==> src/rtl/alu_issue_arbiter.sv <==
// Round-robin arbiter sharing one decode/ALU between two requesters, one
// operation at a time, with a registered valid/ready response channel.
module alu_issue_arbiter #(
   parameter int unsigned WIDTH    = 32,
   parameter int unsigned ERRCNT_W = 8
) (
   input  logic                clk,
   input  logic                rst,
   input  logic                req0_valid,
   output logic                req0_ready,
   input  logic [6:0]          req0_opcode,
   input  logic [2:0]          req0_funct3,
   input  logic [6:0]          req0_funct7,
   input  logic [WIDTH-1:0]    req0_a,
   input  logic [WIDTH-1:0]    req0_b,
   input  logic                req1_valid,
   output logic                req1_ready,
   input  logic [6:0]          req1_opcode,
   input  logic [2:0]          req1_funct3,
   input  logic [6:0]          req1_funct7,
   input  logic [WIDTH-1:0]    req1_a,
   input  logic [WIDTH-1:0]    req1_b,
   output logic [6:0]          dec_opcode,
   output logic [2:0]          dec_alu_op,
   output logic [6:0]          dec_func7,
   input  logic                dec_err,
   output logic [WIDTH-1:0]    alu_a,
   output logic [WIDTH-1:0]    alu_b,
   input  logic [WIDTH-1:0]    alu_result,
   input  logic                alu_cond,
   input  logic                flush,
   output logic                rsp_valid,
   input  logic                rsp_ready,
   output logic                rsp_id,
   output logic [WIDTH-1:0]    rsp_result,
   output logic                rsp_cond,
   output logic                rsp_err,
   output logic [ERRCNT_W-1:0] err_count
);

   typedef enum logic [1:0] {IDLE, EXEC, RESP} state_t;

   state_t           state;
   logic             last_grant;
   logic             grant_id;
   logic             can_accept;
   logic [6:0]       lat_opcode;
   logic [2:0]       lat_funct3;
   logic [6:0]       lat_funct7;
   logic [WIDTH-1:0] lat_a;
   logic [WIDTH-1:0] lat_b;
   logic             lat_id;

   // With both ports valid the port that did not win last time gets the slot.
   always_comb begin
      grant_id   = (req0_valid && req1_valid) ? ~last_grant : req1_valid;
      can_accept = (state == IDLE) && !flush && !rst;
      req0_ready = can_accept && req0_valid && !grant_id;
      req1_ready = can_accept && req1_valid && grant_id;
   end

   always_comb begin
      dec_opcode = '0;
      dec_alu_op = '0;
      dec_func7  = '0;
      if (state == EXEC) begin
         dec_opcode = lat_opcode;
         dec_alu_op = lat_funct3;
         dec_func7  = lat_funct7;
      end
      alu_a = lat_a;
      alu_b = lat_b;
   end

   always_ff @(posedge clk) begin
      if (rst) begin
         state      <= IDLE;
         last_grant <= 1'b1;
         err_count  <= '0;
         rsp_valid  <= 1'b0;
         rsp_id     <= 1'b0;
         rsp_result <= '0;
         rsp_cond   <= 1'b0;
         rsp_err    <= 1'b0;
         lat_opcode <= '0;
         lat_funct3 <= '0;
         lat_funct7 <= '0;
         lat_a      <= '0;
         lat_b      <= '0;
         lat_id     <= 1'b0;
      end else begin
         case (state)
            IDLE: begin
               if (req0_ready || req1_ready) begin
                  lat_opcode <= req1_ready ? req1_opcode : req0_opcode;
                  lat_funct3 <= req1_ready ? req1_funct3 : req0_funct3;
                  lat_funct7 <= req1_ready ? req1_funct7 : req0_funct7;
                  lat_a      <= req1_ready ? req1_a : req0_a;
                  lat_b      <= req1_ready ? req1_b : req0_b;
                  lat_id     <= req1_ready;
                  last_grant <= req1_ready;
                  state      <= EXEC;
               end
            end
            EXEC: begin
               if (flush) begin
                  state <= IDLE;
               end else begin
                  rsp_valid  <= 1'b1;
                  rsp_id     <= lat_id;
                  rsp_err    <= dec_err;
                  rsp_result <= dec_err ? '0 : alu_result;
                  rsp_cond   <= dec_err ? 1'b0 : alu_cond;
                  if (dec_err && (err_count != '1))
                     err_count <= err_count + ERRCNT_W'(1);
                  state <= RESP;
               end
            end
            RESP: begin
               // A handshake and a flush land in the same place.
               if (rsp_ready || flush) begin
                  rsp_valid <= 1'b0;
                  state     <= IDLE;
               end
            end
            default: state <= IDLE;
         endcase
      end
   end

endmodule
==> config.mk <==
export PLATFORM = sky130hd
export DESIGN_NAME = alu_issue_arbiter
export DESIGN_NICKNAME = d
export VERILOG_FILES = /design/src/rtl/alu_issue_arbiter.sv
export SDC_FILE = /design/constraint.sdc
export NUM_CORES = 1
export LEC_CHECK = 0
export ABC_CLOCK_PERIOD_IN_PS = 5100
export BUFFER_PORTS_ARGS = -buffer_cell sky130_fd_sc_hd__buf_2
export CAP_MARGIN = 20
export CELL_PAD_IN_SITES_DETAIL_PLACEMENT = 0
export CELL_PAD_IN_SITES_GLOBAL_PLACEMENT = 1
export CORE_MARGIN = 1
export CORE_UTILIZATION = 33
export DETAILED_ROUTE_END_ITERATION = 6
export PLACE_DENSITY = 0.86
export RECOVER_POWER = 25
export SLEW_MARGIN = 20
export SYNTH_ARGS = -nofsm -noshare
export SYNTH_HDL_FRONTEND = slang
export SYNTH_SLANG_ARGS = --single-unit
==> constraint.sdc <==
create_clock -name clk -period 5.1 [get_ports clk]
set_input_delay 1.02 -clock clk [delete_from_list [all_inputs] [get_ports clk]]
set_output_delay 1.02 -clock clk [all_outputs]
set_load 0.005 [all_outputs]
==> results of run 1 <==
==> worst reg2reg max path, stage by stage (launching register included) <==
cell      delay, ns
dfxtp_1        0.43
nor2b_1        1.24
nor2b_2        0.33
buf_4          0.34
nand3b_1       0.15
a21oi_1        0.16
==> cells by family (layout without fill, tap and decap cells) <==
logic type,count (synthesis),after routing,share of synthesized area [%]
muxes,2,2,0.361
AOI/OAI and AO/OA,130,130,22.6
and+or+nand+nor,362,362,27.1
DFF,129,129,43.8
adders and majority gates,1,1,0.212
xor gates and xnor gates,4,4,0.594
buffers and inverters,63,368,5.29
==> final timing paths <==
| check | startpoint | endpoint | slack, ns |
|---|---|---|---|
| max | rst | req1_ready | 1.48 |
| min | rsp_result[29]$_SDFFE_PP0P_ | rsp_result[29]$_SDFFE_PP0P_ | 0.45 |
| max reg2reg | state[0]$_SDFFE_PP0P_ | rsp_result[10]$_SDFFE_PP0P_ | 2.36 |
| min reg2reg | rsp_result[29]$_SDFFE_PP0P_ | rsp_result[29]$_SDFFE_PP0P_ | 0.45 |
==> where the power goes <==
part / total [mW] / internal (mW) / leakage, nW / switching (mW)
logic: 0.326 / 0.150 / 2.17 / 0.176
registers: 1.08 / 1.06 / 1.05 / 0.0241
clock network: 1.29 / 0.842 / 0.296 / 0.453
total: 2.70 / 2.05 / 3.52 / 0.653
==> layout by cell type (no fill, tap or decap), drive strengths merged, types with 4 or more instances in the layout <==
cell    count
a21oi      39
a311oi     81
and2       17
buf       293
bufinv      4
clkbuf     63
dfxtp     129
nand2     201
nand3b     34
nor2       91
nor2b       4
o21ai       5
==> registers in the layout, indices dropped and copies added (netlist names), 2 cells and up <==
signal      count
err_count       8
state           2
alu_a          32
lat_funct3      3
rsp_result     32
lat_opcode      7
alu_b          32
lat_funct7      7
==> per-stage QoR <==
stage	setup slack (ns)	total power, mW	instances	cell area, um2
2_1_floorplan	2.35	1.29	691	5890
3_3_place_gp	1.48	1.43	1189	7590
3_5_place_dp	1.46	1.44	1189	7590
4_1_cts	1.46	2.74	1221	8210
5_1_grt	1.32	2.82	1221	8160
6_report	1.48	2.70	1221	8160
==> cell type report <==
cell class	count	area (um2)	area share, %
Timing Repair Buffer	334	1650	20.2
Tap cell	225	282	3.45
Sequential cell	129	2580	31.7
Multi-Input combinational cell	499	3010	36.9
Clock buffer	22	464	5.69
Inverter	2	12.5	0.153
Clock inverter	10	158	1.93
==> layer usage <==
| metal | wire, um | part of all wire [%] | vias up |
|---|---|---|---|
| li1 | - | - | 2965 |
| met1 | 7740 | 43 | 2660 |
| met2 | 8410 | 47 | 223 |
| met3 | 1350 | 7.5 | 25 |
| met4 | 342 | 1.9 | 2 |
| met5 | 13 | 0.073 | - |
==> qor.log, run 1 <==
qor: logic_synthesis.ys_warn_count 0
qor: die.std_cell_rows 48
qor: setup_path.cpPeakStageDelay 0.47 ns
qor: logic_synthesis.synth.lib_cells_used.distinct 36
qor: finish.postLayoutCoreUtil 47.0%
qor: power.peakVddDrop 0.000220 V
qor: logic_synthesis.post_synth.cell_area_avg 8.53 um2
qor: global_routing.grt.overflow.total 0
qor: timing.timing.final.hold_violations 0
qor: timing.achievable-frequency 0.277 GHz
qor: clock_network.clk_pin_slew_worst_paths 0.05 ns
qor: clock_network.ctsHoldBuffers 0
qor: timing.setup_repair_after_global_routing_missed_its_margin false
qor: clock_network.post_cts.resized_instances 0
qor: timing.fin_crit_sh 70.9%
qor: timing.final.min_clock_period 3.62 ns
qor: clock_network.cts.sink_count 129
qor: logic_synthesis.synth_area_leader_cell dfxtp_1
qor: logic_synthesis.post_synthesis_instance_area 5890 um2
qor: die.die_height 136 um
qor: setup_path.crit_cells 5
qor: die.io_pins 329
qor: logic_synthesis.dominantRegCellSynth dfxtp_1
qor: clock_network.clock_tree_from_tritoncts yes
qor: global_routing.grt_max_degree 97
qor: clock_network.clockRootBuffer clkbuf_16
qor: setup_path.critical_path_class primary input to output port
qor: logic_synthesis.postSynthNetCount 894
qor: setup_path.critical_path_required 4.08 ns
qor: detailed_routing.antenna_left 0
qor: detailed_routing.detail_route.wirelength 17900 um
qor: clock_network.tritoncts.num_buffers 17
qor: global_routing.first_pass_grt_wire_length 26400 um
qor: setup_path.largest_fanout_on_the_critical_path 68
qor: logic_synthesis.netlist.area_leader.share 43.8%
qor: setup_path.worstRegToRegCells 5
qor: setup_path.cp-end-kind output port
qor: finish.syn2layout_area_growth 38.4%
qor: setup_path.worst_path_dominant_cell_family buffers and inverters
qor: detailed_routing.detailedRoute.firstPassIterationCount 4
qor: clock_network.cts.htree.levels 4
qor: timing.hold-worst-slack 0.446 ns
qor: clock_network.clockBufferDepth 2
qor: placement.dp.final_hpwl 12200 um
qor: logic_synthesis.synth_top_cells_by_count nand2_1 (201), dfxtp_1 (129), nor2_1 (91), a311oi_2 (58), a21oi_1 (39)
qor: detailed_routing.via_count 5875
qor: logic_synthesis.synthCells 691
qor: min_path.min-delay-path-class register to register
qor: timing.timing.setup.tns 0 ns
qor: global_routing.grt.busiest_layer met2
qor: global_routing.vias_in_the_first_global_route 5257
qor: die.die_area 18400 um2
qor: setup_path.timing.critical_path.slowest_stage_cell inv_2
qor: placement.io_buffers 328
qor: logic_synthesis.top_count_cell_post_synth nand2_1
qor: logic_synthesis.number_of_synthesized_flops_with_an_enable_pin 0
qor: job.drv_cap 1
qor: die.core_region_area 17400 um2
qor: detailed_routing.routed_wire_length_per_instance 14.6 um
qor: setup_path.crit_buf_inv 3
qor: die.start_util 34.0%
qor: setup_path.timing.critical_path.cells buf_4 -> nor4_4 -> nand3_4 -> inv_2 -> buf_2
qor: detailed_routing.drc 0
qor: outcome.failing_checks max-capacitance violations, max-slew violations
qor: outcome.run_status finished with violations
qor: timing.clock-skew-final 0.00580 ns
qor: detailed_routing.initial_drc_count 209
qor: finish.num-fill-cells 1731
qor: finish.final_nets 1186
qor: global_routing.grt_usage 18.5%
qor: min_path.min_delay_path_depth 2
qor: placement.gp_congestion 0.797
qor: timing.finalSetupViolations 0
qor: clock_network.postCtsSetupBuffers 0
qor: global_routing.grt_use_met2 30.5%
qor: detailed_routing.via_cell_ratio 4.81
qor: logic_synthesis.netlist_top_cells_area dfxtp_1 (44%), a311oi_2 (15%), nand2_1 (13%)
qor: timing.slew_violations 22
qor: setup_path.timing.critical_path.arrival 2.60 ns
qor: clock_network.worstSkewPairLatency 0.41 ns
qor: global_routing.grt_use_met1 21.9%
qor: logic_synthesis.synth_sequential_area_ratio 43.8%
qor: logic_synthesis.synth_seq_cells 129
qor: power.power-per-cell-area 331 nW/um2
qor: die.floorplan.die.width 136 um
qor: setup_path.start_kind primary input
qor: timing.tightest_slew 1.58 ns
qor: timing.max-slew-margin-rel -5.49%
qor: logic_synthesis.synthArstFlopShare 0%
qor: finish.antennaDiodeCount 0
qor: finish.drive_gt1_share 38.7%
qor: global_routing.met3_usage 5.99%
qor: power.p_leak 3.52 nW
qor: global_routing.antenna_found_initial 1
Power figures use the tool's default switching activity.
==> run 2, diff against run 1 <==
--- a/config.mk
+++ b/config.mk
@@ -5,15 +5,16 @@
 export SDC_FILE = /design/constraint.sdc
 export NUM_CORES = 1
 export LEC_CHECK = 0
-export ABC_CLOCK_PERIOD_IN_PS = 5100
+export ABC_AREA = 1
+export ABC_CLOCK_PERIOD_IN_PS = 3700
 export BUFFER_PORTS_ARGS = -buffer_cell sky130_fd_sc_hd__buf_2
 export CAP_MARGIN = 20
 export CELL_PAD_IN_SITES_DETAIL_PLACEMENT = 0
 export CELL_PAD_IN_SITES_GLOBAL_PLACEMENT = 1
 export CORE_MARGIN = 1
-export CORE_UTILIZATION = 33
+export CORE_UTILIZATION = 30
 export DETAILED_ROUTE_END_ITERATION = 6
-export PLACE_DENSITY = 0.86
+export PLACE_DENSITY = 0.82
 export RECOVER_POWER = 25
 export SLEW_MARGIN = 20
 export SYNTH_ARGS = -nofsm -noshare
==> constraint.sdc (replaced) <==
create_clock -name clk -period 3.7 [get_ports clk]
set_input_delay 0.74 -clock clk [delete_from_list [all_inputs] [get_ports clk]]
set_output_delay 0.74 -clock clk [all_outputs]
set_load 0.005 [all_outputs]
==> run 2 against run 1 <==
- largest power group unchanged
- die area increased by 21%
- largest cell class unchanged
- clock skew increased by 0.0025 ns
- via count increased by 21%
- sequential share of layout area decreased by 2.0 points
- the run now ends clean
- first-iteration DRC count increased by 44%
- design area increased by 6.7%
- global-route usage decreased by 0.23 points
- critical path type unchanged
==> qor.log, run 2 <==
qor: outcome.run_status finished, final reports clean
qor: power.p_leak 4.53 nW
qor: timing.timing.final.hold_violations 0
qor: die.core_region_area 21200 um2
qor: timing.fin_crit_sh 61.3%
qor: detailed_routing.initial_drc_count 301
qor: global_routing.grt_use_met1 22.2%
qor: global_routing.met3_usage 5.63%
qor: finish.syn2layout_area_growth 34.0%
qor: timing.fin_worst_setup_slack 1.43 ns
qor: timing.slew_violations 0
qor: detailed_routing.via_count 7101
qor: clock_network.clockRootBuffer clkbuf_16
qor: clock_network.clockBufferDepth 2
qor: detailed_routing.detail_route.wirelength 20800 um
qor: die.floorplan.die.width 149 um
qor: logic_synthesis.synth-compound-area-share 10.0%
qor: timing.tightest_slew 0.932 ns
qor: timing.final.min_clock_period 2.27 ns
qor: global_routing.grt_use_met2 30.8%
qor: die.io_pins 329
qor: logic_synthesis.synthArstFlopShare 0%
qor: global_routing.grt.overflow.total 0
qor: logic_synthesis.post_synth_and_or_nand_nor_area_fraction 37.7%
qor: setup_path.critical_path_class primary input to output port
qor: global_routing.antenna_found_initial 0
qor: global_routing.first_pass_grt_wire_length 31900 um
qor: global_routing.grt_max_degree 84
qor: logic_synthesis.post_synth.cell_area_avg 6.12 um2
qor: placement.gp_congestion 0.801
qor: finish.most-common-layout-cells nand2_1 (387), buf_2 (280), nor2_1 (195)
qor: timing.hold-worst-slack 0.465 ns
qor: detailed_routing.drc 0
qor: detailed_routing.antenna_left 0
qor: clock_network.postCtsSetupBuffers 0
qor: placement.io_buffers 328
qor: global_routing.grt.busiest_layer met2
qor: detailed_routing.routed_wire_length_per_instance 12.7 um
qor: logic_synthesis.synth_seq_cells 129
qor: logic_synthesis.postSynthNetCount 1264
qor: timing.clock-skew-final 0.00835 ns
qor: die.die_height 149 um
qor: finish.antennaDiodeCount 0
qor: logic_synthesis.dominantRegCellSynth dfxtp_1
qor: logic_synthesis.top_count_cell_post_synth nand2_1
qor: detailed_routing.via_cell_ratio 4.34
qor: logic_synthesis.post_synthesis_instance_area 6490 um2
qor: setup_path.critical_path_required 2.96 ns
qor: min_path.min-delay-path-class register to register
qor: finish.final_nets 1551
qor: logic_synthesis.muxShareOfSynthArea 0%
qor: global_routing.grt_usage 18.3%
qor: clock_network.tritoncts.num_buffers 17
qor: clock_network.clock_tree_from_tritoncts yes
qor: logic_synthesis.netlist.area_leader.share 39.8%
qor: logic_synthesis.synth_area_leader_cell dfxtp_1
qor: die.start_util 30.7%
qor: finish.final_common_cell nand2_1
qor: power.peakVddDrop 0.000246 V
qor: die.die_area 22200 um2
qor: setup_path.largest_fanout_on_the_critical_path 4
qor: logic_synthesis.synth_top_cells_by_count nand2_1 (389), nor2_1 (195), dfxtp_1 (129), inv_1 (96), o21ai_0 (82)
qor: finish.drive_gt1_share 24.0%
qor: clock_network.worstSkewPairLatency 0.42 ns
qor: logic_synthesis.netlist_top_cells_area dfxtp_1 (40%), nand2_1 (22%), nor2_1 (11%)
qor: logic_synthesis.synth.lib_cells_used.distinct 21
qor: logic_synthesis.ys_warn_count 0
qor: detailed_routing.detailedRoute.firstPassIterationCount 4
qor: logic_synthesis.synth_sequential_area_ratio 39.8%
qor: setup_path.start_kind primary input
qor: clock_network.cts.sink_count 129
qor: placement.pre_cts_ws 1.11 ns
qor: job.drv_cap 0
qor: logic_synthesis.post_synth_fa_ha_maj_area_fraction 0.193%
qor: setup_path.cp-end-kind output port
qor: placement.dp.final_hpwl 14600 um
qor: clock_network.ctsHoldBuffers 0
qor: logic_synthesis.synthCells 1061
qor: logic_synthesis.number_of_synthesized_flops_with_an_enable_pin 0
qor: timing.timing.setup.tns 0 ns
qor: setup_path.timing.critical_path.arrival 1.53 ns
qor: die.std_cell_rows 53
qor: power.design_power_total 3.68 mW
qor: timing.achievable-frequency 0.441 GHz
qor: timing.finalSetupViolations 0
qor: logic_synthesis.combinational_family_with_the_most_area_after_synthesis simple AND/OR/NAND/NOR gates
qor: timing.setup_repair_after_global_routing_missed_its_margin false
qor: power.power-per-cell-area 422 nW/um2
qor: clock_network.post_cts.resized_instances 0
qor: timing.max-slew-margin-rel 37.5%
qor: global_routing.vias_in_the_first_global_route 6264
qor: clock_network.clk_pin_slew_worst_paths 0.06 ns
qor: logic_synthesis.synthXorXnorAreaFrac 0.135%
qor: clock_network.cts.htree.levels 4
==> run 2: cell types whose count changed after synthesis, sizes merged, moves of 17 or more <==
| cell | previous run | this run |
|---|---|---|
| nand2 | 201 | 389 |
| nor2 | 91 | 197 |
| inv | 2 | 96 |
| a311oi | 81 | 0 |
| o21ai | 5 | 82 |
| nand3 | 3 | 43 |
| nand3b | 34 | 1 |
| and2 | 17 | 0 |
==> run 2: final cells by class <==
cell class	count	area (um2)
well taps	275	344
clock inverters	13	129
fillers	2328	12400
multi-input cells	763	3130
flip-flops and latches	129	2580
inverters	98	368
clock buffers	19	433
repair buffers	339	1710
==> run 2: kinds of logic (layout without fill, tap and decap cells) <==
kind of cell / Yosys count / count (layout)
compound gates: 129 / 129
flops: 129 / 129
buf+inv: 169 / 469
fa+ha+maj: 1 / 1
simple gates: 632 / 632
xor+xnor: 1 / 1
==> run 2: where the power goes <==
| part | total [mW] | internal, mW | switching [mW] | leakage [nW] |
|---|---|---|---|---|
| Clock | 1.62 | 0.938 | 0.687 | 0.269 |
| Combinational | 0.546 | 0.224 | 0.322 | 3.21 |
| Sequential | 1.51 | 1.47 | 0.0369 | 1.05 |
| Total | 3.68 | 2.63 | 1.05 | 4.53 |
==> run 2: layer usage <==
layer,vias to the layer above,share of wire [%]
met5,-,0
met4,0,1.1
met3,16,8.5
met2,249,48
met1,3034,43
li1,3802,-
==> run 2: per-stage QoR <==
stage	util [%]	instance area [um2]	instances
2_1_floorplan	-	6490	1061
3_3_place_gp	38.8	8200	1604
3_5_place_dp	38.8	8200	1604
4_1_cts	41.4	8760	1636
5_1_grt	41.1	8700	1636
6_report	41.1	8700	1636
==> run 2: worst paths after layout <==
kind,start,cells after the start,end,slack (ns)
min,rsp_result[4]$_SDFFE_PP0P_,2,rsp_result[4]$_SDFFE_PP0P_,0.47
max,rst,5,req0_ready,1.43
max reg2reg,state[1]$_SDFFE_PP0P_,8,err_count[7]$_SDFFE_PP0P_,1.63
min reg2reg,rsp_result[4]$_SDFFE_PP0P_,2,rsp_result[4]$_SDFFE_PP0P_,0.47
==> run 2: critical path: stages <==
cell      delay [ns]
clkbuf_1        0.15
nor2_4          0.12
nand3_1         0.21
a21oi_1         0.17
buf_2           0.13
